## config.mk

```make
export PLATFORM = sky130hd
export DESIGN_NAME = spi_slave_interface
export DESIGN_NICKNAME = d
export VERILOG_FILES = /design/src/rtl/spi_slave_interface.sv
export SDC_FILE = /design/constraint.sdc
export NUM_CORES = 1
export LEC_CHECK = 0
export BUFFER_PORTS_ARGS = -buffer_cell sky130_fd_sc_hd__buf_2
export CAP_MARGIN = 20
export CORE_AREA = 5 5 74 76
export CTS_CLUSTER_SIZE = 20
export DETAILED_ROUTE_END_ITERATION = 12
export DIE_AREA = 0 0 79 81
export PLACE_DENSITY = 0.68
export SLEW_MARGIN = 0
export SYNTH_ARGS = -nofsm -noshare
export SYNTH_HDL_FRONTEND = slang
export SYNTH_SLANG_ARGS = --single-unit
```

## constraint.sdc

```tcl
create_clock -name clk -period 2.3 [get_ports clk]
set_input_delay 0.115 -clock clk [delete_from_list [all_inputs] [get_ports clk]]
set_output_delay 0.115 -clock clk [all_outputs]
set_load 0.01 [all_outputs]
```

## src/rtl/spi_slave_interface.sv

```systemverilog
// SPI responder for mode CPOL=1 / CPHA=1 (SCL idles high, drive on fall,
// sample on rise). The SPI pins are oversampled in the clk domain; the user
// side exchanges whole bytes through tx_load / rx_valid pulses.
module spi_slave_interface #(
    parameter int SYNC_STAGES = 2
) (
    input  logic       clk,
    input  logic       arstn,
    input  logic [7:0] byte_2_send,
    output logic [7:0] byte_received,
    output logic       rx_valid,
    output logic       tx_load,
    input  logic       msb_lsb,
    output logic       busy,
    input  logic       scl,
    input  logic       cs,
    input  logic       mosi,
    output logic       miso
);

    typedef enum logic {
        IDLE  = 1'b0,
        SHIFT = 1'b1
    } state_e;

    // Synchronizer chains and one-flop delayed copies for edge detection
    logic [SYNC_STAGES-1:0] scl_sync_q;
    logic [SYNC_STAGES-1:0] cs_sync_q;
    logic [SYNC_STAGES-1:0] mosi_sync_q;
    logic                   scl_dly_q;
    logic                   cs_dly_q;

    logic scl_s;
    logic cs_s;
    logic mosi_s;
    logic scl_fall;
    logic scl_rise;
    logic cs_fall;
    logic cs_rise;

    // Protocol state
    state_e     state_q, state_d;
    logic [7:0] tx_shift_q, tx_shift_d;
    logic [7:0] rx_shift_q, rx_shift_d;
    logic [3:0] tx_cnt_q, tx_cnt_d;
    logic [2:0] rx_cnt_q, rx_cnt_d;
    logic [7:0] byte_received_q, byte_received_d;
    logic       rx_valid_q, rx_valid_d;
    logic       tx_load_q, tx_load_d;
    logic       miso_q, miso_d;

    logic [7:0] rx_next;
    logic [2:0] rx_idx;
    logic [2:0] tx_idx;

    // Bring scl, cs and mosi into the clk domain through equal-depth chains.
    // The scl and cs chains reset to their idle level so that leaving reset
    // with an idle bus never looks like an edge.
    always_ff @(posedge clk or negedge arstn) begin
        if (!arstn) begin
            scl_sync_q  <= '1;
            cs_sync_q   <= '1;
            mosi_sync_q <= '0;
            scl_dly_q   <= 1'b1;
            cs_dly_q    <= 1'b1;
        end else begin
            // NOTE: non-blocking assignments let every flop of the chain sample
            // the previous value of its neighbour, which is what makes it a chain.
            scl_sync_q  <= {scl_sync_q[SYNC_STAGES-2:0], scl};
            cs_sync_q   <= {cs_sync_q[SYNC_STAGES-2:0], cs};
            mosi_sync_q <= {mosi_sync_q[SYNC_STAGES-2:0], mosi};
            scl_dly_q   <= scl_sync_q[SYNC_STAGES-1];
            cs_dly_q    <= cs_sync_q[SYNC_STAGES-1];
        end
    end

    assign scl_s    = scl_sync_q[SYNC_STAGES-1];
    assign cs_s     = cs_sync_q[SYNC_STAGES-1];
    assign mosi_s   = mosi_sync_q[SYNC_STAGES-1];
    assign scl_fall = scl_dly_q & ~scl_s;
    assign scl_rise = ~scl_dly_q & scl_s;
    assign cs_fall  = cs_dly_q & ~cs_s;
    assign cs_rise  = ~cs_dly_q & cs_s;

    // Bit positions follow msb_lsb on every bit
    assign rx_idx = msb_lsb ? (3'd7 - rx_cnt_q) : rx_cnt_q;
    assign tx_idx = msb_lsb ? (3'd7 - tx_cnt_q[2:0]) : tx_cnt_q[2:0];

    // Register all protocol state
    always_ff @(posedge clk or negedge arstn) begin
        if (!arstn) begin
            state_q         <= IDLE;
            tx_shift_q      <= '0;
            rx_shift_q      <= '0;
            tx_cnt_q        <= '0;
            rx_cnt_q        <= '0;
            byte_received_q <= '0;
            rx_valid_q      <= 1'b0;
            tx_load_q       <= 1'b0;
            miso_q          <= 1'b0;
        end else begin
            state_q         <= state_d;
            tx_shift_q      <= tx_shift_d;
            rx_shift_q      <= rx_shift_d;
            tx_cnt_q        <= tx_cnt_d;
            rx_cnt_q        <= rx_cnt_d;
            byte_received_q <= byte_received_d;
            rx_valid_q      <= rx_valid_d;
            tx_load_q       <= tx_load_d;
            miso_q          <= miso_d;
        end
    end

    // Next-state and output decode; a cs edge always takes priority over scl
    always_comb begin
        // NOTE: every signal gets a default before the case so no path leaves
        // it unassigned, which would otherwise infer a latch.
        state_d         = state_q;
        tx_shift_d      = tx_shift_q;
        rx_shift_d      = rx_shift_q;
        tx_cnt_d        = tx_cnt_q;
        rx_cnt_d        = rx_cnt_q;
        byte_received_d = byte_received_q;
        rx_valid_d      = 1'b0;
        tx_load_d       = 1'b0;
        miso_d          = miso_q;
        rx_next         = rx_shift_q;
        rx_next[rx_idx] = mosi_s;

        case (state_q)
            IDLE: begin
                miso_d = 1'b0;
                if (cs_fall) begin
                    state_d    = SHIFT;
                    tx_shift_d = byte_2_send;
                    tx_load_d  = 1'b1;
                    tx_cnt_d   = '0;
                    rx_cnt_d   = '0;
                    rx_shift_d = '0;
                end
            end
            SHIFT: begin
                if (cs_rise) begin
                    // Abort: any partial byte is dropped silently
                    state_d  = IDLE;
                    miso_d   = 1'b0;
                    tx_cnt_d = '0;
                    rx_cnt_d = '0;
                end else if (scl_fall) begin
                    if (tx_cnt_q < 4'd8) begin
                        miso_d   = tx_shift_q[tx_idx];
                        tx_cnt_d = tx_cnt_q + 4'd1;
                    end
                end else if (scl_rise) begin
                    rx_shift_d = rx_next;
                    if (rx_cnt_q == 3'd7) begin
                        // Byte complete: hand it over and reload for the next one
                        byte_received_d = rx_next;
                        rx_valid_d      = 1'b1;
                        tx_shift_d      = byte_2_send;
                        tx_load_d       = 1'b1;
                        rx_cnt_d        = '0;
                        tx_cnt_d        = '0;
                    end else begin
                        rx_cnt_d = rx_cnt_q + 3'd1;
                    end
                end
            end
            default: state_d = IDLE;
        endcase
    end

    assign byte_received = byte_received_q;
    assign rx_valid      = rx_valid_q;
    assign tx_load       = tx_load_q;
    assign miso          = miso_q;
    assign busy          = (state_q == SHIFT);

endmodule

```

==> flow_summary.yaml <==
timing:
  max_freq_mhz: 537
  slew_violations: 0
  worst_slew_pin_slew_ns: 0.919
  final-hold-violation-count: 0
  fin_ws_ns: 0.439
  slew_headroom_pct: 38.7
  whs_ns: 0.0520
  setup_tns_ns: 0
  fin_crit_sh_pct: 80.9
  rsz0062_at_grt: "false"
  fin_worst_skew_ns: 0.00221
  setup_viol: 0
  fin_crit_ns: 1.86
drt:
  drt_iter0_markers: 66
  m1WireLength_um: 2130
  drc_errors: 0
  vias: 1632
  viasPerCell: 5.51
  wl_per_cell_um: 13.7
  met3_length_um: 185
  wirelength_um: 4060
  ant_nets: 0
  highest_layer: "met4"
  route.met2.wl_um: 1720
  dr.pass1.iters: 4
cells_and_area:
  fill_cells: 409
  final_cell_mix: "dfrtp_1, buf_2, nor2_1, o21ai_0, nand2_1"
  drive_gt1_share_pct: 24.8
  fin_cells: 296
  final_area_sq_um: 2540
  fin_nets: 258
  num_antenna_cells: 0
  area_growth_pct: 12.0
  final_core_util_pct: 54.5
  layout_commonest_cell: "dfrtp_1"
clocking:
  cts_tree: "yes"
  cts_repair_resize_count: 0
  clk_latency_ns: 0.29
  clock-sinks: 43
  cts_buffer_depth: 2
  path_clk_slew_ns: 0.08
  cts_root_buf: "clkbuf_8"
  cts_buffers: 5
  h-tree-depth: 2
  post_cts_buffers: 0
  holdBufCountCts: 4
place:
  place_ws_ns: 0.438
  numPortBuffers: 25
  post_dp_cell_area_sq_um: 2400
  place_congestion: 0.745
  dp_cells: 284
  hpwl_um: 2850
grt:
  antenna_found_initial: 0
  grt_usage_pct: 14.3
  overflow: 0
  grt_start_max_net_pins: 44
  grt_pass1_wl_um: 7180
  grt_pass1_vias: 1547
logic_synthesis:
  synth_edf_count: 0
  yosysSeqAreaShare_pct: 47.8
  syn_avg_cell_area_sq_um: 10.5
  async_reset_ff_share_pct: 100
  yosysWarnings: 0
  synth-seq-cells: 43
  syn-instance-count: 216
  synthFlopType: "dfrtp_1"
  synth.cell_area_sq_um: 2270
  yosysUniqueCellTypes: 44
  syn_nets: 233
critical_path:
  r2r_setup_slack_ns: 0.44
  r2r_end: "tx_shift_q[3]$_DFFE_PN0P_"
  rr_startpoint: "rx_cnt_q[2]$_DFFE_PN0P_"
  arrival_ns: 2.04
  worstSetupStartpointType: "flip-flop"
  critPathCapture: "tx_shift_q[3]$_DFFE_PN0P_"
  endpoint_kind: "flip-flop"
  criticalPathCategory: "flip-flop to flip-flop"
  critPathRequiredTime_ns: 2.48
  cp_max_fo: 15
  reg2regPathDepth: 4
  cp-startpoint: "rx_cnt_q[2]$_DFFE_PN0P_"
floorplanning:
  ios: 26
  die_area_sq_um: 6400
  initial_utilization_pct: 48.6
  placeableCoreArea_sq_um: 4660
  die_w_um: 79
  row_count: 25
  fp.dieH_um: 81
outcome:
  status: "completed"
power:
  fin_total_pwr_mw: 1.76
  leakage_nw: 1.10
  vdd_drop_max_uv: 490
  powerDensity_nw_per_um2: 692
min_path:
  hold_path.class: "input port to flip-flop"
flow_run:
  maxCapViolations: 0
## cells in the mapped netlist (4+ instances only)
cell / n / share of area [%]
dfrtp_1: 37 / 41
o21ai_0: 17 / 3.8
mux2_2: 9 / 4.5
o2bb2ai_1: 9 / 3.5
nor2_1: 17 / 2.8
nand2b_1: 6 / 1.7
buf_4: 5 / 1.7
nand2_1: 15 / 2.5
inv_1: 9 / 1.5
buf_2: 4 / 0.88
a22o_1: 5 / 1.9
nor2b_1: 7 / 1.9
a21oi_1: 6 / 1.3
dfstp_2: 6 / 7.0
o221ai_1: 9 / 3.5
mux2i_1: 7 / 3.1
nand3_1: 4 / 0.88
## worst max-delay path, cell delays in order (launching register included)
cell and delay [ns]:
dfrtp_1 0.51, ha_1 0.28, and3b_4 0.21, a31oi_4 0.36
mux2_2 0.38
## worst min path at each step
stage          slack [ns]                         to           start  depth (start not counted)
2_1_floorplan       -0.18             busy$_DFF_PN0_           arstn                          0
3_3_place_gp         0.22    scl_sync_q[0]$_DFF_PN1_             scl                          1
3_5_place_dp         0.22    scl_sync_q[0]$_DFF_PN1_             scl                          1
4_1_cts              0.04  tx_shift_q[3]$_DFFE_PN0P_  byte_2_send[3]                          2
5_1_grt              0.04  tx_shift_q[6]$_DFFE_PN0P_  byte_2_send[6]                          2
6_report             0.05  tx_shift_q[2]$_DFFE_PN0P_  byte_2_send[2]                          2
## where the power goes
| part | internal [mW] | total (mW) | switching [mW] | leakage (nW) |
|---|---|---|---|---|
| Clock | 0.274 | 0.519 | 0.245 | 0.0515 |
| Combinational | 0.161 | 0.323 | 0.162 | 0.539 |
| Sequential | 0.831 | 0.914 | 0.0833 | 0.507 |
## per-layer routing
metal  track usage, %  vias up
met1             20.7      761
met3             3.77        2
met2             20.6       28
met4             5.15        0
li1                 -      841
met5                0        -
## registers in the layout, indices dropped and copies added (netlist names)
| register | flops |
|---|---|
| cs_dly_q | 1 |
| cs_sync_q | 2 |
| scl_dly_q | 1 |
| busy | 1 |
| rx_valid | 1 |
| tx_shift_q | 8 |
| rx_cnt_q | 3 |
| byte_received | 8 |
| scl_sync_q | 2 |
| tx_load | 1 |
| mosi_sync_q | 2 |
| tx_cnt_q | 4 |
| miso | 1 |
| rx_shift_q | 8 |
## logic make-up after synthesis
group | synth area share [%]
adders and majority gates | 1.66
AOI/OAI and AO/OA | 18.7
and+or+nand+nor | 18.3
muxes | 8.06
DFF | 47.8
buffers and inverters | 5.19
xor gates and xnor gates | 0.386
## layout make-up
type                       count  area (sq um)  area share (%)
tap                           54          67.6            2.66
timing repair buffer          32           188            7.39
multi-input combinational    150          1070            42.0
clock buffer                   8           100            3.94
sequential                    43          1080            42.7
inverter                       9          33.8            1.33
No activity file was read; power rests on OpenSTA's default activity.
